**config.mk**
```make
export PLATFORM = sky130hd
export DESIGN_NAME = pipelined_adder
export DESIGN_NICKNAME = d
export VERILOG_FILES = /design/src/rtl/pipelined_adder.sv
export SDC_FILE = /design/constraint.sdc
export NUM_CORES = 1
export LEC_CHECK = 0
export CAP_MARGIN = 20
export CORE_ASPECT_RATIO = 1.75
export CORE_MARGIN = 5
export CORE_UTILIZATION = 29
export DETAILED_ROUTE_END_ITERATION = 7
export PLACE_DENSITY_LB_ADDON = 0.2
export RECOVER_POWER = 100
export SYNTH_ARGS = -nofsm -noshare
export SYNTH_HDL_FRONTEND = slang
export SYNTH_SLANG_ARGS = --single-unit
```
**constraint.sdc**
```tcl
create_clock -name clk -period 6.6 [get_ports clk]
set_input_delay 1.65 -clock clk [delete_from_list [all_inputs] [get_ports clk]]
set_output_delay 1.65 -clock clk [all_outputs]
set_load 0.01 [all_outputs]
```
**src/rtl/pipelined_adder.sv**
```systemverilog
// pipelined_adder: WIDTH-bit two's-complement adder/subtractor split into
// WIDTH/CHUNK ripple stages, one chunk per clock, one operation per cycle.
// The pipe moves as one unit: a stalled output freezes every stage.
// Each stage keeps only the sum bits it has already produced and the operand
// bits that later stages still need, so the registers shrink in one direction
// and grow in the other as an operation moves down the pipe.
module pipelined_adder #(
  parameter int WIDTH = 32,
  parameter int CHUNK = 8
) (
  input  logic             clk,
  input  logic             rst,
  input  logic             in_valid,
  output logic             in_ready,
  input  logic [WIDTH-1:0] a,
  input  logic [WIDTH-1:0] b,
  input  logic             cin,
  input  logic             sub,
  output logic             out_valid,
  input  logic             out_ready,
  output logic [WIDTH-1:0] sum,
  output logic             cout,
  output logic             ovf
);

  localparam int N = WIDTH / CHUNK;

  logic             advance;
  logic [WIDTH-1:0] b_eff;
  logic             c_eff;

  // The whole pipe shifts unless a held result is waiting on the consumer.
  assign advance  = !out_valid || out_ready;
  assign in_ready = advance;

  // Subtract is a + ~b + ~cin, so cin acts as a borrow-in.
  assign b_eff = sub ? ~b : b;
  assign c_eff = sub ? ~cin : cin;

  for (genvar k = 0; k < N; k++) begin : g_stage
    // RW: operand bits still to be added on entry to this stage.
    // UW: operand bits handed on to the next stage.
    // SW: sum bits complete after this stage.
    localparam int RW = WIDTH - k * CHUNK;
    localparam int UW = RW - CHUNK;
    localparam int SW = (k + 1) * CHUNK;

    logic [RW-1:0]  a_rem;
    logic [RW-1:0]  b_rem;
    logic           c_in;
    logic           v_in;
    logic [CHUNK:0] part;
    logic [SW-1:0]  s_nxt;

    logic           v_q;
    logic           c_q;
    logic [SW-1:0]  s_q;

    if (k == 0) begin : g_head
      assign a_rem = a;
      assign b_rem = b_eff;
      assign c_in  = c_eff;
      assign v_in  = in_valid;
      assign s_nxt = part[CHUNK-1:0];
    end else begin : g_body
      assign a_rem = g_stage[k-1].g_hi.a_hi_q;
      assign b_rem = g_stage[k-1].g_hi.b_hi_q;
      assign c_in  = g_stage[k-1].c_q;
      assign v_in  = g_stage[k-1].v_q;
      assign s_nxt = {part[CHUNK-1:0], g_stage[k-1].s_q};
    end

    assign part = {1'b0, a_rem[CHUNK-1:0]} + {1'b0, b_rem[CHUNK-1:0]} + (CHUNK+1)'(c_in);

    // Stage valid, chunk carry and accumulated low sum bits.
    always_ff @(posedge clk) begin
      if (rst) begin
        v_q <= 1'b0;
        c_q <= 1'b0;
        s_q <= '0;
      end else if (advance) begin
        v_q <= v_in;
        c_q <= part[CHUNK];
        s_q <= s_nxt;
      end
    end

    if (UW > 0) begin : g_hi
      logic [UW-1:0] a_hi_q;
      logic [UW-1:0] b_hi_q;

      // Operand bits not yet consumed ride along unmodified.
      always_ff @(posedge clk) begin
        if (rst) begin
          a_hi_q <= '0;
          b_hi_q <= '0;
        end else if (advance) begin
          a_hi_q <= a_rem[RW-1:CHUNK];
          b_hi_q <= b_rem[RW-1:CHUNK];
        end
      end
    end

    if (k == N - 1) begin : g_tail
      logic ovf_nxt;
      logic ovf_q;

      // Carry into the MSB is a ^ b ^ sum at that bit; overflow is that
      // carry disagreeing with the carry out.
      assign ovf_nxt = a_rem[RW-1] ^ b_rem[RW-1] ^ part[CHUNK-1] ^ part[CHUNK];

      // Signed overflow flag registered alongside the final sum chunk.
      always_ff @(posedge clk) begin
        if (rst) begin
          ovf_q <= 1'b0;
        end else if (advance) begin
          ovf_q <= ovf_nxt;
        end
      end
    end
  end

  assign out_valid = g_stage[N-1].v_q;
  assign sum       = g_stage[N-1].s_q;
  assign cout      = g_stage[N-1].c_q;
  assign ovf       = g_stage[N-1].g_tail.ovf_q;

endmodule
```
==> impl_metrics.py <==
metrics = {
    "run_status": {
        "status": "finished with violations",
        "violations": "max-capacitance violations, max-slew violations",
    },
    "synth": {
        "yosysWarnings": 0,
        "synthCells": 950,
        "yosysTopAreaCell": "dfxtp_1",
        "synth_ff_type": "dfxtp_1",
        "avgSynthCellArea_um2": 8.284,
        "netlist.area_leader.share_pct": 47.06,
        "synth_seq_cells": 185,
        "synth_area_mm2": 0.007870,
        "synth_edf_count": 0,
        "synth_cell_type_count": 36,
        "synthesis.nets": 1056,
        "synth_area_leaders": "dfxtp_1 (47%), nand2_1 (14%), a21oi_1 (9.9%), ha_1 (4.5%), xnor2_1 (3.7%)",
        "yosysSeqAreaShare_pct": 47.06,
        "netlist_top_cells_count": "nand2_1 (286), dfxtp_1 (185), a21oi_1 (155)",
        "yosysMostFrequentCell": "nand2_1",
        "async_flop_share_pct": 0,
    },
    "clock_tree": {
        "root_buffer": "clkbuf_16",
        "hold_buffers": 0,
        "insertion_delay_ns": 0.44,
        "ctsResizeCount": 0,
        "path_clk_slew_ns": 0.07,
        "clock_path_buffers": 2,
        "numCtsBuffers": 17,
        "cts_max_level": 4,
        "clock-sinks": 185,
        "post-cts-setup-buffer-count": 0,
        "cts_tree": "done",
    },
    "floorplanning": {
        "initial_core_util_pct": 29.49,
        "rows": 79,
        "core_area_mm2": 0.02669,
        "dieArea_mm2": 0.03066,
        "fp.dieW_um": 134.5,
        "ios": 106,
        "die_y_um": 227.9,
    },
    "route": {
        "drt_pass1_iterations": 6,
        "num_vias": 6261,
        "drt_iter0_markers": 392,
        "drcViolationCount": 0,
        "routedWlPerCell_um": 13.60,
        "wirelength_um": 18340,
        "vias_per_cell": 4.641,
        "ant_nets": 0,
    },
    "layout": {
        "drive_gt1_share_pct": 4.004,
        "fill_cells": 2843,
        "nNetsFinal": 1118,
        "utilization_pct": 36.01,
        "syn_to_final_growth_pct": 22.11,
    },
    "global_route": {
        "grt_pass1_wl_um": 30280,
        "track_usage_pct": 12.16,
        "grt.overflow.total": 0,
        "antenna_found_initial": 1,
        "grt_start_max_net_pins": 123,
        "grt_pass1_vias": 5998,
    },
    "sta": {
        "fmax_mhz": 195.6,
        "finalSetupViolations": 0,
        "grt_setup_unrepaired": "false",
        "drv_slew": 173,
        "max_slew_margin_pct": -92.84,
        "final_hold_viol_count": 0,
        "setup_tns_ns": 0,
        "min_period_ns": 5.113,
        "min_period_over_period_pct": 77.47,
        "clock_skew_ns": 0.008149,
        "worstMarginPinSlew_ns": 2.893,
    },
    "worst_setup_path": {
        "critical_path.startpoint_type": "input port",
        "endpoint_kind": "flip-flop",
        "r2r_cells": 5,
        "worstSetupPathType": "input port to flip-flop",
        "arrival_ns": 5.45,
        "worstPathMaxFanout": 74,
        "crit_required_ns": 6.94,
    },
    "worst_hold_path": {
        "hold_path_class": "flip-flop to flip-flop",
        "min_path_cells": 2,
    },
    "pwr": {
        "peakVddDrop_v": 0.0001981,
        "leakagePower_nw": 3.784,
        "total_power_mw": 2.439,
        "power.density_mw_per_mm2": 253.7,
    },
    "placement": {
        "hpwl_um": 12300,
        "portBuffers": 105,
        "place.gp.congestion": 0.7747,
    },
    "job": {
        "max_cap_violations": 2,
    },
}
==> cells in the final DEF (no fill, tap or decap), types with 4 or more instances in the layout <==
master,n
ha_1,28
o21a_1,5
xnor2_1,33
o31ai_1,4
nand3b_1,10
clkinv_4,4
dlygate4sd3_1,38
nor3_1,11
nand3_1,7
a211oi_1,32
or4_1,4
clkbuf_16,17
clkdlybuf4s50_1,65
a21o_1,9
clkbuf_1,4
nand4b_1,4
nor2_1,35
nand2_1,286
o21ai_0,13
a21oi_1,155
fa_1,8
a211o_1,6
nor3b_1,6
nand2b_1,4
xor2_1,9
dfxtp_1,185
buf_4,5
==> cell type report <==
cell class	count	area [um2]	area share, %
Sequential cell	185	3704	38.54
Tap cell	324	405.4	4.218
Clock buffer	21	450.4	4.687
Inverter	4	20.02	0.2083
Timing Repair Buffer	112	1094	11.38
Antenna cell	1	2.502	0.02604
Multi-Input combinational cell	692	3861	40.18
Clock inverter	10	73.82	0.7681
==> flip-flops by register name (all words and copies together), names as in the netlist <==
signal / count
g_stage.g_hi.a_hi_q: 48
g_stage.g_hi.b_hi_q: 48
g_stage.s_q: 48
sum: 32
g_stage.c_q: 3
g_stage.v_q: 3
cout: 1
out_valid: 1
ovf: 1
==> critical path, cell delays in order <==
cell           delay, ns
dlygate4sd3_1       0.52
nor2b_1             0.09
inv_6               0.35
clkbuf_1            2.10
o21ai_0             0.35
a221oi_1            0.38
==> where the power goes <==
| group | switching [mW] | internal (mW) | total, mW |
|---|---|---|---|
| clock network | 0.432 | 0.490 | 0.922 |
| logic | 0.143 | 0.143 | 0.287 |
| registers | 0.0392 | 1.19 | 1.23 |
==> logic make-up after synthesis <==
family          count (synthesis)  synth area share, %
buf+inv                        73                3.879
fa+ha+maj                      36                6.486
simple gates                  373                19.70
compound gates                238                17.82
xor+xnor                       42                4.674
flops                         185                47.06
mux                             3               0.3816
==> final timing paths <==
kind / from / end / slack [ns]
worst max-delay path: out_ready / g_stage[1].c_q / 1.49
worst min register to register: sum[22] / sum[22] / 0.45
worst max register to register: out_valid / g_stage[1].c_q / 2.82
worst min-delay path: sum[22] / sum[22] / 0.45
==> metal layers <==
metal	vias to the layer above	share of wire [%]	GRT usage (%)
met5	-	0	0
met4	0	2.8	6.146
met3	24	2.9	2.665
met2	86	46	18.89
met1	2834	48	15.82
li1	3317	-	-
==> per-stage QoR <==
stage / area, um2 / hold WS (ns) / setup slack, ns / cells
3_5_place_dp: 9097 / 0.4432 / 1.731 / 1317
6_report: 9610 / 0.4472 / 1.487 / 1349
2_1_floorplan: 7870 / 0.4315 / 2.615 / 950
4_1_cts: 9622 / 0.4521 / 1.716 / 1348
5_1_grt: 9610 / 0.4637 / 1.034 / 1349
3_3_place_gp: 9097 / 0.4392 / 1.711 / 1317
(Power assumes the default switching activity.)
